**src/rtl/arb_grant_mux.sv**
```systemverilog
// arb_grant_mux
// Takes the round-robin arbiter's registered one-hot grant and captures the
// granted requester's payload into a small first-word-fall-through FIFO.
// The FIFO entry is tagged with the source index of the requester.
// The module pulses a pop back to the accepted requester. It drives the
// arbiter's stall input while the FIFO is full, which freezes the arbiter's
// round-robin pointer.
//
// Ports:
//   clk        clock
//   reset      asynchronous active-low reset
//   grant      registered one-hot grant from the arbiter (NUM_REQ)
//   req_data   flattened payloads, requester i at [i*DATA_W +: DATA_W]
//   req_pop    one-cycle dequeue pulse to the accepted requester
//   stall      high while the FIFO is full (registered count only)
//   out_valid  FIFO head valid
//   out_ready  downstream accepts the head
//   out_data   head payload
//   out_src    head requester index
//   grant_err  sticky flag, set on a multi-hot grant
//   drop_cnt   saturating count of one-hot grants refused while full
module arb_grant_mux #(
  parameter  int NUM_REQ = 8,
  parameter  int DATA_W  = 64,
  parameter  int DEPTH   = 2,
  localparam int SRC_W   = $clog2(NUM_REQ)
) (
  input  logic                      clk,
  input  logic                      reset,
  input  logic [NUM_REQ-1:0]        grant,
  input  logic [NUM_REQ*DATA_W-1:0] req_data,
  output logic [NUM_REQ-1:0]        req_pop,
  output logic                      stall,
  output logic                      out_valid,
  input  logic                      out_ready,
  output logic [DATA_W-1:0]         out_data,
  output logic [SRC_W-1:0]          out_src,
  output logic                      grant_err,
  output logic [15:0]               drop_cnt
);

  localparam int PTR_W = $clog2(DEPTH);
  localparam int CNT_W = PTR_W + 1;

  logic [DATA_W-1:0] r_mem_data [DEPTH];
  logic [SRC_W-1:0]  r_mem_src  [DEPTH];
  logic [PTR_W-1:0]  r_head;
  logic [PTR_W-1:0]  r_tail;
  logic [CNT_W-1:0]  r_count;
  logic              r_grant_err;
  logic [15:0]       r_drop_cnt;

  logic              w_full;
  logic              w_nonempty;
  logic              w_onehot;
  logic              w_multi;
  logic              w_push;
  logic              w_pop;
  logic              w_refuse;
  logic [SRC_W-1:0]  w_idx;
  logic [DATA_W-1:0] w_sel_data;

  assign w_full     = (r_count == CNT_W'(DEPTH));
  assign w_nonempty = (r_count != '0);

  // Clearing the lowest set bit leaves zero only for a single-bit vector.
  assign w_onehot = (grant != '0) && ((grant & (grant - NUM_REQ'(1))) == '0);
  assign w_multi  = (grant != '0) && !w_onehot;

  // Full is taken from the registered count, so a pop in the same cycle
  // does not let a push through.
  assign w_push   = w_onehot && !w_full;
  assign w_refuse = w_onehot && w_full;
  assign w_pop    = w_nonempty && out_ready;

  always_comb begin
    w_idx = '0;
    for (int unsigned i = 0; i < NUM_REQ; i++) begin
      if (grant[i]) w_idx = SRC_W'(i);
    end
  end

  assign w_sel_data = req_data[w_idx*DATA_W +: DATA_W];

  assign req_pop   = w_push ? grant : '0;
  assign stall     = w_full;
  assign out_valid = w_nonempty;
  // The storage array has no reset. Gating the head while the FIFO is empty
  // keeps out_data and out_src at zero after reset.
  assign out_data  = w_nonempty ? r_mem_data[r_head] : '0;
  assign out_src   = w_nonempty ? r_mem_src[r_head]  : '0;
  assign grant_err = r_grant_err;
  assign drop_cnt  = r_drop_cnt;

  always_ff @(posedge clk) begin
    if (w_push) begin
      r_mem_data[r_tail] <= w_sel_data;
      r_mem_src[r_tail]  <= w_idx;
    end
  end

  always_ff @(posedge clk or negedge reset) begin
    if (!reset) begin
      r_head      <= '0;
      r_tail      <= '0;
      r_count     <= '0;
      r_grant_err <= 1'b0;
      r_drop_cnt  <= '0;
    end else begin
      if (w_push) r_tail <= r_tail + PTR_W'(1);
      if (w_pop)  r_head <= r_head + PTR_W'(1);
      if (w_push && !w_pop)      r_count <= r_count + CNT_W'(1);
      else if (!w_push && w_pop) r_count <= r_count - CNT_W'(1);
      if (w_multi) r_grant_err <= 1'b1;
      if (w_refuse && (r_drop_cnt != 16'hFFFF)) r_drop_cnt <= r_drop_cnt + 16'd1;
    end
  end

endmodule

```
**config.mk**
```make
export PLATFORM = sky130hd
export DESIGN_NAME = arb_grant_mux
export DESIGN_NICKNAME = d
export VERILOG_FILES = /design/src/rtl/arb_grant_mux.sv
export SDC_FILE = /design/constraint.sdc
export NUM_CORES = 1
export LEC_CHECK = 0
export CAP_MARGIN = 20
export CORE_AREA = 5 5 237 239
export CTS_CLUSTER_DIAMETER = 80
export CTS_CLUSTER_SIZE = 12
export DETAILED_ROUTE_END_ITERATION = 8
export DIE_AREA = 0 0 242 244
export SLEW_MARGIN = 10
export SYNTH_ARGS = -nofsm -noshare
export SYNTH_HDL_FRONTEND = slang
export SYNTH_SLANG_ARGS = --single-unit
```
**constraint.sdc**
```tcl
create_clock -name clk -period 15.42 [get_ports clk]
set_input_delay 3.855 -clock clk [delete_from_list [all_inputs] [get_ports clk]]
set_output_delay 3.855 -clock clk [all_outputs]
set_load 0.1 [all_outputs]
```
==> results of run 1 <==
==> flip-flops by register name, indices dropped and copies added, names as in the netlist <==
register and count:
r_mem_src 6, r_count 2, grant_err 1, r_mem_data 128, drop_cnt 16, r_head 1, r_tail 1
==> layout by cell type, fill, tap and decap left out, drive strengths merged, types with 8 or more instances in the layout <==
master / Yosys / routed
nor3: 11 / 11
xor2: 15 / 15
mux2i: 67 / 67
a31oi: 64 / 64
clkbuf: 55 / 18
nand3: 137 / 137
nand2: 394 / 394
buf: 46 / 21
a21oi: 131 / 131
nor2: 79 / 79
clkdlybuf4s50: 0 / 613
dfrtp: 21 / 21
edfxtp: 134 / 134
and3: 64 / 64
inv: 71 / 82
and2: 8 / 8
==> worst max-delay path: stages <==
cell and delay, ns:
sky130_fd_sc_hd__buf_4 0.47, sky130_fd_sc_hd__buf_4 0.52, sky130_fd_sc_hd__nor2_2 0.16, sky130_fd_sc_hd__nand4_1 0.13, sky130_fd_sc_hd__nand4_1 0.15, sky130_fd_sc_hd__a41oi_4 0.67, sky130_fd_sc_hd__nor2_2 0.20, sky130_fd_sc_hd__and2_1 0.23
sky130_fd_sc_hd__clkdlybuf4s50_1 0.97
==> cells by family after synthesis <==
group,count (synthesis)
multiplexers,68
adder cells (fa/ha/maj),3
XOR/XNOR,20
buffers and inverters,172
AO/OA/AOI/OAI,201
AND/OR/NAND/NOR,715
flip-flops,155
==> area by class of cell <==
class                   count  area, sq um  area share [%]
diodes                      1        2.502         0.01401
clock buffers              18        450.4           2.521
clock inverters            14        142.6          0.7984
inverters                  71        271.5           1.520
multi-input cells        1007         5261           29.45
flip-flops and latches    155         4553           25.48
well taps                 696        870.8           4.874
repair buffers            634         6314           35.34
==> how the worst max path moves through the flow <==
stage	start	end	slack, ns	depth (start not counted)
after floorplan	grant[4]	req_pop[2]	4.77	6
after global placement	grant[6]	req_pop[7]	4.16	9
after detailed placement	grant[6]	req_pop[0]	4.12	9
after CTS	grant[6]	req_pop[0]	4.12	9
after global routing	grant[6]	req_pop[0]	3.93	9
final	grant[6]	req_pop[0]	4.14	9
==> metrics by stage <==
stage                     instance area, sq um  setup WS (ns)
final                                    17870          4.145
after floorplan                          10460          4.768
after global placement                   17240          4.162
after detailed placement                 17240          4.121
after CTS                                17830          4.120
after global routing                     17870          3.932
==> power breakdown <==
part	internal, mW	total [mW]	switching [mW]
logic	0.376	1.33	0.956
clock network	0.226	0.425	0.200
registers	0.480	0.518	0.0382
total	1.08	2.28	1.19
==> routing by layer <==
metal	wire length, microns	GRT usage [%]	vias up
li1	-	-	5703
met1	20810	19.59	5518
met2	24490	27.87	477
met3	3499	4.477	57
met4	965	4.666	2
met5	7	0	-
==> impl_metrics.yaml, run 1 <==
final_layout:
  post-route-util_pct: 33.33
  nets: 2411
  layout-drive-gt1-share_pct: 3.897
  final_cells: 2596
  area_growth_pct: 70.80
  num-fill-cells: 5682
floorplan:
  dieWidth_microns: 242
  dieHeight_microns: 244
  coreArea_sq_um: 53600
  initial_utilization_pct: 19.51
  pin_count: 617
  fp.dieArea_sq_um: 59050
  number_of_rows_created_at_floorplan: 85
synthesis:
  yosys_warnings: 0
  post-synth-top-count-cell: "sky130_fd_sc_hd__nand2_1"
  mapped_cells: 1334
  synth_compound_area_share_pct: 10.72
  synth_nets: 1859
  seq_area_frac_synth_pct: 43.49
  synth-async-reset-ratio_pct: 13.55
  synthXorXnorAreaFrac_pct: 1.675
  synthAdderAreaFrac_pct: 0.3349
  post-synth-top-area-fraction_pct: 38.47
  synth_cell_types: 37
  synth.ff_latch_count: 155
  muxShareOfSynthArea_pct: 6.519
  synth_area_leader_cell: "sky130_fd_sc_hd__edfxtp_1"
  syn_area_per_cell_sq_um: 7.841
  synth_simple_gate_area_share_pct: 30.73
  synth_area_leaders: "sky130_fd_sc_hd__edfxtp_1, sky130_fd_sc_hd__nand2_1, sky130_fd_sc_hd__nand3_1, sky130_fd_sc_hd__mux2i_1, sky130_fd_sc_hd__a21oi_1"
  synthTopCellsByCount: "sky130_fd_sc_hd__nand2_1, sky130_fd_sc_hd__nand3_1, sky130_fd_sc_hd__edfxtp_1"
  synth_cell_area_sq_um: 10460
  yosys_most_used_dff: "sky130_fd_sc_hd__edfxtp_1"
  synth_top_family_by_area: "simple AND/OR/NAND/NOR gates"
  synth_edf_count: 134
power_and_ir_drop:
  worst_ir_drop_vdd_v: 0.00008891
  power.density_cell_area_nw_per_um2: 127.4
  leakagePower_nw: 6.939
  design_power_total_mw: 2.275
worst_hold_path:
  hold_class: "reg2reg"
  timing.hold.worst.start: "drop_cnt[10]$_DFFE_PN0P_"
  hold_path_depth: 1
  min_to: "drop_cnt[10]$_DFFE_PN0P_"
detailed_routing:
  drcViolationCount: 0
  wire_per_inst_microns: 19.17
  num_vias: 11760
  drt_iter0_markers: 617
  routed_wl_microns: 49770
  drt_pre_antenna_iters: 6
  per_cell_via_count_in_the_routed_design: 4.529
  route.antenna.remaining_nets: 0
clock_tree:
  cts.repair.resized: 0
  cts_sinks: 155
  clock-root-buffer: "sky130_fd_sc_hd__clkbuf_16"
  postCtsSetupBuffers: 0
  tritoncts.num_buffers: 17
  ctsHtreeMaxLevel: 4
  cts_hold_buffers: 0
  clock_latency_at_the_later_pin_of_the_worst_skew_pair_ns: 0.45
  cts_tree: "yes"
  cts.path.max_buffers: 2
  cts.clk_slew.worst_paths_ns: 0.08
timing:
  hold_violations: 0
  finalWorstPathRequiredPeriod_ns: 11.28
  timing.clock.skew_ns: 0.007654
  achievable-frequency_mhz: 88.69
  max-slew-margin-rel_pct: 25.15
  fin_hold_ws_ns: 0.4995
  rsz0062_at_grt: "no"
  final.setup.tns_ns: 0
  final_min_period_over_clock_period_pct: 73.12
  tightestPinTransition_ns: 1.119
  setup_viol: 0
  slew_violations: 0
global_route:
  initial_antenna_violation_count: 4
  grt_pass1_wl_microns: 73860
  grt_start_max_net_pins: 115
  globalRouteOverflowTotal: 0
  track_usage_pct: 16.07
  grt_pass1_vias: 12150
critical_path:
  critPathArrivalTime_ns: 7.42
  worst_setup_path_end_kind: "output pin"
  required_ns: 11.56
  worstReg2RegStart: "r_count[0]$_DFFE_PN0P_"
  ff2ff_path_depth: 5
  crit_fanout: 38
  timing.rr.end: "r_mem_data[1][39]$_DFFE_PP_"
  timing.critical_path.from_type: "input pin"
  r2r_setup_slack_ns: 12.58
  crit_type: "in2out"
placement:
  dpl.hpwl_microns: 37360
  port_buffers: 616
  place.gp.congestion: 0.9199
  dp.cells: 2561
status:
  status: "finished clean"
flow_run:
  max-cap-violations: 0
Note: power is estimated with default switching activity, not from simulation.
==> inputs of run 2 (changes only) <==
CORE_AREA = 5 5 239 241   (was 5 5 237 239)
DIE_AREA = 0 0 244 246   (was 0 0 242 244)
clock period = 9.5 ns   (was 15.42 ns; I/O delays follow)
==> run 2 against run 1 <==
  * Critical path depth down 2
  * Sequential power up 62%
  * Final cell count up 0.42%
  * Critical path type unchanged
  * Critical endpoint is now req_pop[1]
  * Largest power group unchanged
==> impl_metrics.yaml, run 2 (synthesized netlist as in run 1, its figures left out) <==
status:
  status: "finished clean"
floorplan:
  number_of_rows_created_at_floorplan: 86
  pin_count: 617
  coreArea_sq_um: 54660
  dieWidth_microns: 244
  dieHeight_microns: 246
  initial_utilization_pct: 19.14
  fp.dieArea_sq_um: 60020
power_and_ir_drop:
  p_comb_share_pct: 59.4
  sequential_fraction_of_design_power_pct: 22.9
  power.density_cell_area_nw_per_um2: 205.2
  p_int_mw: 1.728
  switching_share_pct: 52.77
  clockPowerShare_pct: 17.6
  worst_ir_drop_vdd_v: 0.0001346
  design_power_total_mw: 3.660
  netSwitchingPower_mw: 1.931
  leakagePower_nw: 6.924
placement:
  port_buffers: 616
  dp.cells: 2571
  place_area_sq_um: 17270
  place.gp.congestion: 0.9612
  dpl.hpwl_microns: 39340
detailed_routing:
  per_cell_via_count_in_the_routed_design: 4.551
  drt_pre_antenna_iters: 5
  routed_wl_microns: 52180
  route.antenna.remaining_nets: 0
  num_vias: 11870
  drcViolationCount: 0
  wire_per_inst_microns: 20.02
  drt_iter0_markers: 622
timing:
  setup_viol: 0
  hold_violations: 0
  finalWorstPathRequiredPeriod_ns: 8.102
  slew_violations: 0
  final.setup.tns_ns: 0
  timing.clock.skew_ns: 0.01127
  rsz0062_at_grt: "no"
  achievable-frequency_mhz: 123.4
  final_min_period_over_clock_period_pct: 85.29
  tightestPinTransition_ns: 1.086
  max-slew-margin-rel_pct: 27.37
critical_path:
  required_ns: 7.13
  critPathArrivalTime_ns: 5.73
  crit_type: "in2out"
  timing.critical_path.from_type: "input pin"
  worst_setup_path_end_kind: "output pin"
  timing.critical_path.from: "grant[4]"
  worstReg2RegStart: "r_count[0]$_DFFE_PN0P_"
  crit_fanout: 19
  r2r_setup_slack_ns: 6.32
final_layout:
  area_used_by_multi_input_combinational_logic_sq_um: 5261
  final_design_area_no_fill_sq_um: 17830
  layout.area.seq_sq_um: 4553
  final_common_cell: "sky130_fd_sc_hd__clkdlybuf4s50_1"
  final_cells: 2607
  largest_register_by_flop_count: "r_mem_data"
  nets: 2412
  area_growth_pct: 70.48
  layout-drive-gt1-share_pct: 3.947
  largest_register_ff_count: 128
  num-fill-cells: 5758
  most-common-layout-cells: "sky130_fd_sc_hd__clkdlybuf4s50_1, sky130_fd_sc_hd__nand2_1, sky130_fd_sc_hd__nand3_1, sky130_fd_sc_hd__edfxtp_1, sky130_fd_sc_hd__a21oi_1"
clock_tree:
  cts.repair.resized: 0
  ctsHtreeMaxLevel: 4
  cts_tree: "yes"
  cts.path.max_buffers: 2
  cts.clk_slew.worst_paths_ns: 0.07
  clock_latency_at_the_later_pin_of_the_worst_skew_pair_ns: 0.48
  clock-root-buffer: "sky130_fd_sc_hd__clkbuf_16"
  tritoncts.num_buffers: 17
  cts_hold_buffers: 0
  postCtsSetupBuffers: 0
  cts_sinks: 155
global_route:
  grt_pass1_wl_microns: 74980
  track_usage_pct: 16.54
  grt_pass1_vias: 12220
  grt_start_max_net_pins: 123
  initial_antenna_violation_count: 9
  globalRouteOverflowTotal: 0
flow_run:
  max-cap-violations: 0
worst_hold_path:
  hold_class: "reg2reg"
  timing.hold.worst.start: "drop_cnt[10]$_DFFE_PN0P_"
## run 2: cell count changes in the layout (fill, tap and decap cells not counted), moves of 2 or more
| cell | change |
|---|---|
| sky130_fd_sc_hd__clkinv_4 | +2 |
| sky130_fd_sc_hd__clkinv_8 | -2 |
| sky130_fd_sc_hd__diode_2 | +2 |
| sky130_fd_sc_hd__inv_4 | +3 |
| sky130_fd_sc_hd__inv_8 | -4 |
## run 2: path summary, 6_finish.rpt
kind	end	cells after the start
setup / recovery	req_pop[1]	7
hold / removal	drop_cnt[10]$_DFFE_PN0P_	1
setup reg to reg	r_mem_data[1][41]$_DFFE_PP_	5
hold reg to reg	drop_cnt[10]$_DFFE_PN0P_	1
max in group asynchronous	r_head$_DFFE_PN0P_	2
min in group asynchronous	drop_cnt[6]$_DFFE_PN0P_	1
## run 2: metrics by stage
stage	worst slack (ns)	util, %	hold slack [ns]
floorplan	1.086	-	0.4563
global placement	1.437	31.60	0.4794
detailed placement	1.387	31.60	0.4814
CTS	1.381	32.58	0.4931
global route	1.191	32.61	0.5185
finish	1.398	32.62	0.4941
## run 2: area by class of cell
class                           instances  area share, %
Multi-Input combinational cell       1007          29.50
Inverter                               71          1.523
Antenna cell                            3        0.04210
Sequential cell                       155          25.53
Timing Repair Buffer                  635          35.45
Clock inverter                         14         0.5964
Clock buffer                           18          2.414
Tap cell                              704          4.940
## run 2: power groups by stage
stage	registers, mW	logic (mW)	clock network, mW
5_1_grt	0.847	2.27	0.702
6_report	0.839	2.18	0.646
3_5_place_dp	0.858	2.19	0
3_3_place_gp	0.856	2.19	0
2_1_floorplan	0.842	1.48	0
4_1_cts	0.843	2.20	0.679
## run 2: routing by layer
metal  vias to the layer above  GRT usage [%]  routed length [microns]
li1                       5710              -                        -
met1                      5622          19.57                    20910
met4                         6          5.194                     1119
met2                       467          28.41                    25950
met5                         -              0                       34
met3                        60          5.609                     4165
## run 2: critical path, stage by stage
cell                              delay [ns]
sky130_fd_sc_hd__clkdlybuf4s50_1        0.57
sky130_fd_sc_hd__nor2_1                 0.38
sky130_fd_sc_hd__a21o_1                 0.23
sky130_fd_sc_hd__a41oi_4                0.39
sky130_fd_sc_hd__nor2_2                 0.46
sky130_fd_sc_hd__and2_1                 0.19
sky130_fd_sc_hd__clkdlybuf4s50_1        1.13
==> inputs of run 3 (changes only) <==
GPL_ROUTABILITY_DRIVEN = 0   (was not set)
==> run 3 against run 2 <==
  * Via count is 1.1% higher
  * Largest power group unchanged
  * Routed wire length is 3.1% lower
  * Die area stayed put
  * Largest cell class unchanged
==> impl_metrics.yaml, run 3 (synthesized netlist as in run 1, its figures left out) <==
final_layout:
  nets: 2410
  largest_register_ff_count: 128
  largest_register_by_flop_count: "r_mem_data"
  final_common_cell: "sky130_fd_sc_hd__clkdlybuf4s50_1"
  layout-drive-gt1-share_pct: 3.846
  area_growth_pct: 70.55
  most-common-layout-cells: "sky130_fd_sc_hd__clkdlybuf4s50_1, sky130_fd_sc_hd__nand2_1, sky130_fd_sc_hd__nand3_1, sky130_fd_sc_hd__edfxtp_1, sky130_fd_sc_hd__a21oi_1"
clock_tree:
  cts_hold_buffers: 0
  cts.repair.resized: 0
  postCtsSetupBuffers: 0
  cts_sinks: 155
  tritoncts.num_buffers: 17
  clock_latency_at_the_later_pin_of_the_worst_skew_pair_ns: 0.48
  cts.clk_slew.worst_paths_ns: 0.06
  clock-root-buffer: "sky130_fd_sc_hd__clkbuf_16"
  cts_tree: "yes"
  ctsHtreeMaxLevel: 4
  cts.path.max_buffers: 2
timing:
  tightestPinTransition_ns: 1.078
  max-slew-margin-rel_pct: 27.88
  final_min_period_over_clock_period_pct: 85.14
  timing.clock.skew_ns: 0.01020
  finalWorstPathRequiredPeriod_ns: 8.089
  layout_setup_ws_ns: 1.411
  final.setup.tns_ns: 0
  hold_violations: 0
  rsz0062_at_grt: "no"
  setup_viol: 0
  achievable-frequency_mhz: 123.6
  slew_violations: 0
critical_path:
  cp_common_cell: "sky130_fd_sc_hd__clkdlybuf4s50_1"
  crit_type: "in2out"
  required_ns: 7.13
  timing.critical_path.from_type: "input pin"
  critPathArrivalTime_ns: 5.71
  ff2ff_path_depth: 4
  crit_fanout: 19
  r2r_setup_slack_ns: 6.49
  path_delay_family: "buffers and inverters"
  critPathMaxStageDelay_ns: 1.13
  worst_setup_path_end_kind: "output pin"
  worstReg2RegStart: "r_count[0]$_DFFE_PN0P_"
  timing.rr.end: "r_mem_data[1][34]$_DFFE_PP_"
  timing.critical_path.cells: "clkdlybuf4s50_1 > nor2_1 > a21o_1 > a41oi_4 > nor2_2 > and2_1 > clkdlybuf4s50_1"
  path_buf_inv: 2
  worst_path_max_delay_cell: "sky130_fd_sc_hd__clkdlybuf4s50_1"
global_route:
  grt_start_max_net_pins: 83
  grt_pass1_wl_microns: 73860
  initial_antenna_violation_count: 4
  grt_pass1_vias: 12400
  globalRouteOverflowTotal: 0
  track_usage_pct: 16.08
detailed_routing:
  route.antenna.remaining_nets: 0
  per_cell_via_count_in_the_routed_design: 4.610
  drt_pre_antenna_iters: 6
  drcViolationCount: 0
  drt_iter0_markers: 701
  num_vias: 12000
  wire_per_inst_microns: 19.42
  routed_wl_microns: 50550
floorplan:
  number_of_rows_created_at_floorplan: 86
  dieHeight_microns: 246
  coreArea_sq_um: 54660
  fp.dieArea_sq_um: 60020
  initial_utilization_pct: 19.14
  dieWidth_microns: 244
  pin_count: 617
power_and_ir_drop:
  power.density_cell_area_nw_per_um2: 206.2
  worst_ir_drop_vdd_v: 0.0001405
  leakagePower_nw: 6.924
worst_hold_path:
  hold_class: "reg2reg"
  hold_path_depth: 2
  timing.hold.worst.start: "grant_err$_DFFE_PN0P_"
  min_to: "grant_err$_DFFE_PN0P_"
placement:
  port_buffers: 616
  placement.setup.worst_slack_ns: 1.454
  dpl.hpwl_microns: 37610
flow_run:
  max-cap-violations: 0
status:
  status: "finished clean"
## run 3: cell count changes in the layout (fill, tap and decap cells not counted)
cell                        previous run  this run
sky130_fd_sc_hd__clkbuf_2              1         0
sky130_fd_sc_hd__buf_8                 1         0
sky130_fd_sc_hd__buf_12                1         0
sky130_fd_sc_hd__inv_6                 4         7
sky130_fd_sc_hd__diode_2               3         1
sky130_fd_sc_hd__inv_8                 1         0
sky130_fd_sc_hd__buf_16                0         1
sky130_fd_sc_hd__clkinv_4              3         2
sky130_fd_sc_hd__inv_4                 6         4
sky130_fd_sc_hd__clkbuf_16            17        18
sky130_fd_sc_hd__buf_4                20        19
sky130_fd_sc_hd__clkbuf_8              0         1
## run 3: report_power, final
part / leakage [nW] / internal (mW) / switching, mW
clock network: 0.286 / 0.361 / 0.311
registers: 1.47 / 0.779 / 0.0638
logic: 5.16 / 0.611 / 1.55
total: 6.92 / 1.75 / 1.93
## run 3: worst max-delay path by stage
| stage | cells past startpoint | to | slack (ns) | from |
|---|---|---|---|---|
| global placement | 7 | req_pop[7] | 1.55 | grant[4] |
| detailed placement | 7 | req_pop[3] | 1.45 | grant[4] |
| CTS | 7 | req_pop[3] | 1.45 | grant[4] |
| floorplan | 6 | r_mem_data[0][0]$_DFFE_PP_ | 1.09 | grant[4] |
| finish | 7 | req_pop[3] | 1.41 | grant[4] |
| global route | 8 | req_pop[5] | 1.29 | grant[4] |
## run 3: layout make-up
| cell class | instances | area (sq um) |
|---|---|---|
| Timing Repair Buffer | 633 | 6306 |
| Clock buffer | 19 | 464.2 |
| Antenna cell | 1 | 2.502 |
| Clock inverter | 13 | 100.1 |
| Inverter | 71 | 271.5 |
| Tap cell | 704 | 880.8 |
| Multi-Input combinational cell | 1007 | 5261 |
| Sequential cell | 155 | 4553 |
| Fill cell | 5739 | 36820 |
## run 3: worst register-to-register path: stages, from the launching register on
cell                       delay, ns
sky130_fd_sc_hd__dfrtp_1        0.45
sky130_fd_sc_hd__nand2b_1       0.44
sky130_fd_sc_hd__inv_1          0.37
sky130_fd_sc_hd__nor2_2         0.41
sky130_fd_sc_hd__and2_4         0.90
## run 3: stage by stage
stage / std cells / utilization (%) / hold slack (ns) / instance area [sq um] / total power [mW]
final: 2603 / 32.64 / 0.4827 / 17840 / 3.679
after global routing: 2602 / 32.63 / 0.5114 / 17840 / 3.830
after CTS: 2601 / 32.58 / 0.4846 / 17810 / 3.734
after detailed placement: 2569 / 31.55 / 0.4692 / 17250 / 3.038
after global placement: 2569 / 31.55 / 0.4578 / 17250 / 3.032
after floorplan: 1334 / - / 0.4563 / 10460 / 2.323
## run 3: routing by layer
metal	routed length [microns]	global-route usage [%]	part of all wire [%]
met3	3858	5.142	7.6
met1	20450	19.22	40
met2	24580	27.16	49
met4	1628	5.991	3.2
met5	27	0	0.053
==> RTL change 1 (config.mk and constraints of run 3) <==
Change the parameter `DATA_W` from 64 to 68.
--- a/src/rtl/arb_grant_mux.sv
+++ b/src/rtl/arb_grant_mux.sv
@@ -21,7 +21,7 @@
 //   drop_cnt   saturating count of one-hot grants refused while full
 module arb_grant_mux #(
   parameter  int NUM_REQ = 8,
-  parameter  int DATA_W  = 64,
+  parameter  int DATA_W  = 68,
   parameter  int DEPTH   = 2,
   localparam int SRC_W   = $clog2(NUM_REQ)
 ) (
Ports: changed (resized out_data and req_data); port bits go from 617 to 653. The function was not compared with the original's and may differ.
==> RTL change 1 against run 3 <==
  * Register-to-register slack improved by 0.19 ns
  * Wire length increased by 0.79%
  * Critical endpoint is now req_pop[1]
  * Power increased by 5.3%
  * Critical path depth increased by 1
  * Worst hold slack improved by 0.023 ns
  * Count of clock-buffer cells in the layout decreased by 2
  * Worst setup slack got worse by 0.099 ns
  * Cell area increased by 5.1%
  * Sequential cell count increased by 8
  * Clock power increased by 5.1%
  * Synthesized area increased by 5.3%
  * Final cell count increased by 3.9%
==> RTL change 1: results <==
outcome:
  status: "completed"
cells_and_area:
  nNetsFinal: 2544
  multi_input_gates: 1061
  fillCellCount: 5688
  buffers: 670
  buffer_area_frac: 0.356
  multi_input_area_um2: 5520
  diodes: 1
  seqCellArea_um2: 4790
  layout-drive-gt1-share: 0.0390
  largest_register_ffs: 136
  nClkBuffers: 17
  inv_count: 74
logic_synthesis:
  synth-edff-count: 142
  ys_seq_area_frac: 0.435
  yosys-top-cells-area: "edfxtp_1 (39%), nand2_1 (14%), nand3_1 (6.5%)"
  synth_cell_types: 39
  synth_async_sr_flop_share: 0.129
  synth_commonest_cells: "nand2_1 (414), nand3_1 (144), edfxtp_1 (142)"
  synthCells: 1406
  ys_ff_latch: 163
  synth_fp_nets: 1963
global_route:
  use_met1: 0.192
  antenna_found_initial: 0
  grt_use_total: 0.162
  use_met3: 0.0498
  grt_max_degree: 110
  use_met2: 0.275
  grt_pass1_wl_mm: 75.8
route:
  vias: 12600
  vias_per_cell: 4.65
  first_iter_violations: 676
  drt-pass1-iter-count: 5
  wl_per_cell_um: 18.8
critical_path:
  startpoint: "grant[3]"
  arrival_ns: 5.81
  reg2reg_to: "r_mem_data[1][39]$_DFFE_PP_"
  r2r_cells: 5
  r2r_slack_ns: 6.68
  worstSetupEndpoint: "req_pop[1]"
cts:
  cts.htree.levels: 4
  clkSlewWorstSetupHoldPaths_ns: 0.07
timing:
  skew_ns: 0.0156
  fin_hold_ws_ns: 0.506
  worst_pin_slew_ns: 1.10
placed_design:
  dp.cells: 2669
  portBuffers: 652
  dp_hpwl_mm: 38.6
power_and_ir_drop:
  internal_power_uw: 1860
  vdd_ir_drop_max_mv: 0.137
  p_leak_uw: 0.00730
==> RTL change 1: cell types whose count changed in the layout (fill, tap and decap cells not counted), moves of 4 or more <==
cell | before | now
a21oi_1 | 131 | 139
a31oi_1 | 64 | 68
and3_1 | 64 | 68
clkdlybuf4s50_1 | 613 | 650
edfxtp_1 | 134 | 142
inv_4 | 4 | 0
mux2i_1 | 67 | 71
nand2_1 | 394 | 414
nand3_1 | 137 | 144
nor2_1 | 74 | 78
nor3_2 | 4 | 9
==> RTL change 1: logic make-up (layout without fill, tap and decap cells) <==
logic type	count (synthesis)	in the layout	share of synthesized area
muxes	72	72	0.0655
buffers and inverters	182	776	0.0669
other	0	1	0
xor gates and xnor gates	20	20	0.0159
and+or+nand+nor	753	753	0.306
DFF	163	163	0.435
adders and majority gates	3	3	0.00318
AOI/OAI and AO/OA	213	213	0.108
==> RTL change 1: power by group through the flow <==
stage	Clock (µW)	Sequential (µW)	Combinational, µW
final	706	883	2280
after global routing	761	891	2380
after CTS	739	885	2300
after detailed placement	0	901	2300
after global placement	0	899	2290
after floorplan	0	887	1560
==> RTL change 1: layer usage <==
layer / vias to the layer above / wire, µm
li1: 6002 / -
met1: 5870 / 20200
met2: 597 / 24800
met3: 98 / 4100
met4: 0 / 1810
met5: - / 0
==> RTL change 1: per-stage QoR <==
step | power [µW] | area, µm² | worst slack [ns]
finish | 3870 | 18800 | 1.31
global route | 4030 | 18800 | 1.12
CTS | 3930 | 18700 | 1.33
detailed placement | 3200 | 18100 | 1.34
global placement | 3190 | 18100 | 1.40
floorplan | 2450 | 11000 | 0.760
==> RTL change 1: worst register-to-register path, cell delays in order, from the launching register on <==
cell and delay, ns:
dfrtp_1 0.45, nand2b_1 0.33, inv_1 0.34, nor2_2 0.44
and2_4 0.58, buf_12 0.30
==> RTL change 2 (flow settings as in run 3) <==
Made on the original files. Register the output `drop_cnt` once more; this adds one clock of latency there. The other outputs are not delayed to match.
--- a/src/rtl/arb_grant_mux.sv
+++ b/src/rtl/arb_grant_mux.sv
@@ -90,7 +90,9 @@
   assign out_data  = w_nonempty ? r_mem_data[r_head] : '0;
   assign out_src   = w_nonempty ? r_mem_src[r_head]  : '0;
   assign grant_err = r_grant_err;
-  assign drop_cnt  = r_drop_cnt;
+  always_ff @(posedge clk) begin
+    drop_cnt <= r_drop_cnt;
+  end
 
   always_ff @(posedge clk) begin
     if (w_push) begin
Check against the original RTL: not equivalent (Yosys sat finds a counterexample within 4 cycles, from zero or initial values and one cycle with reset low).
==> RTL change 2 against run 3 <==
  * Wire length fell by 0.79%
  * Sequential cell count is 16 higher
  * Worst setup slack worse by 0.095 ns
  * Cell area up 1.9%
  * Synthesized area grew 2.9%
  * Non-clock buffer count down 1
  * Power is 3.6% higher
==> RTL change 2: results <==
outcome:
  status: "completed"
hold_path:
  whs_path_depth: 0
  hold_path.class: "reg -> reg"
power_and_ir_drop:
  p_leak_uw: 0.00705
  vdd_ir_drop_max_mv: 0.126
logic_synthesis:
  synth_compound_area_frac: 0.104
  synth_area_per_cell_um2: 8.00
  synth-xor-area-share: 0.0163
  ys_seq_area_frac: 0.452
  yosys-top-cells-area: "edfxtp_1 (37%), nand2_1 (14%), nand3_1 (6.3%)"
  yosys.area_share.adder: 0.00325
  synth_cell_types: 43
  synth_async_sr_flop_share: 0.123
  synth_fp_nets: 1870
  synth_commonest_cells: "nand2_1 (394), nand3_1 (136), edfxtp_1 (134)"
  synth_mux_area_frac: 0.0637
  yosys.area.top_type_share: 0.374
cells_and_area:
  layout-drive-gt1-share: 0.0393
  nNetsFinal: 2421
  fin_cells: 2615
global_route:
  use_met3: 0.0517
  grt_pass1_vias: 12000
  grt_use_total: 0.157
  use_met2: 0.265
  antenna_found_initial: 7
  grt_max_degree: 91
  grt_pass1_wl_mm: 72.6
  use_met1: 0.190
placed_design:
  dp_hpwl_mm: 38.8
  dp_slack_ns: 1.37
  dpl_cell_area_um2: 17500
timing:
  skew_ns: 0.00893
  worst_pin_slew_ns: 1.11
cts:
  clkSlewWorstSetupHoldPaths_ns: 0.08
route:
  dr_wl_met3_mm: 4.20
  drt-pass1-iter-count: 5
  vias_per_cell: 4.62
  wirelength_mm: 50.1
  first_iter_violations: 646
  routed.top_layer: "met4"
  drt-met1-wl_mm: 20.5
  dr_wl_met2_mm: 24.1
critical_path:
  r2r_cells: 3
  arrival_ns: 5.81
==> RTL change 2: cell types whose count changed after synthesis, moves of 2 or more <==
cell	change
nor4b_1	-3
dfxtp_1	+16
nor4_4	-3
nor3_1	-2
clkbuf_1	-16
buf_2	+25
inv_1	-4
nor2_1	+3
buf_1	-10
==> RTL change 2: power by group <==
group          internal, µW  switching [µW]  total (µW)
Clock                   367             367         734
Sequential              850            57.9         908
Combinational           610            1560        2170
==> RTL change 2: worst max-delay path, stage by stage <==
cell and delay (ns):
clkdlybuf4s50_1 0.57, nor4_4 0.49, nand4_1 0.19, nand4_2 0.17
a41oi_4 0.12, nor2_2 0.44, and2_1 0.25, clkdlybuf4s50_1 1.20
==> RTL change 2: path summary, 6_finish.rpt <==
kind | endpoint | slack, ns | startpoint
max in group asynchronous | r_head$_DFFE_PN0P_ | 6.87 | reset
hold reg to reg | drop_cnt[9]$_DFF_P_ | 0.42 | r_drop_cnt[9]$_DFFE_PN0P_
hold / removal | drop_cnt[9]$_DFF_P_ | 0.42 | r_drop_cnt[9]$_DFFE_PN0P_
setup reg to reg | r_mem_data[1][35]$_DFFE_PP_ | 7.05 | r_count[1]$_DFFE_PN0P_
setup / recovery | req_pop[4] | 1.32 | grant[4]
min in group asynchronous | r_drop_cnt[8]$_DFFE_PN0P_ | 2.17 | reset
==> RTL change 2: layout make-up <==
cell class	instances	area, µm²
clock buffer	17	425
sequential	171	4870
tap	704	881
fill	5623	36500
timing repair buffer	632	6290
antenna	2	5.00
multi-input combinational	1006	5230
clock inverter	15	209
inverter	68	260
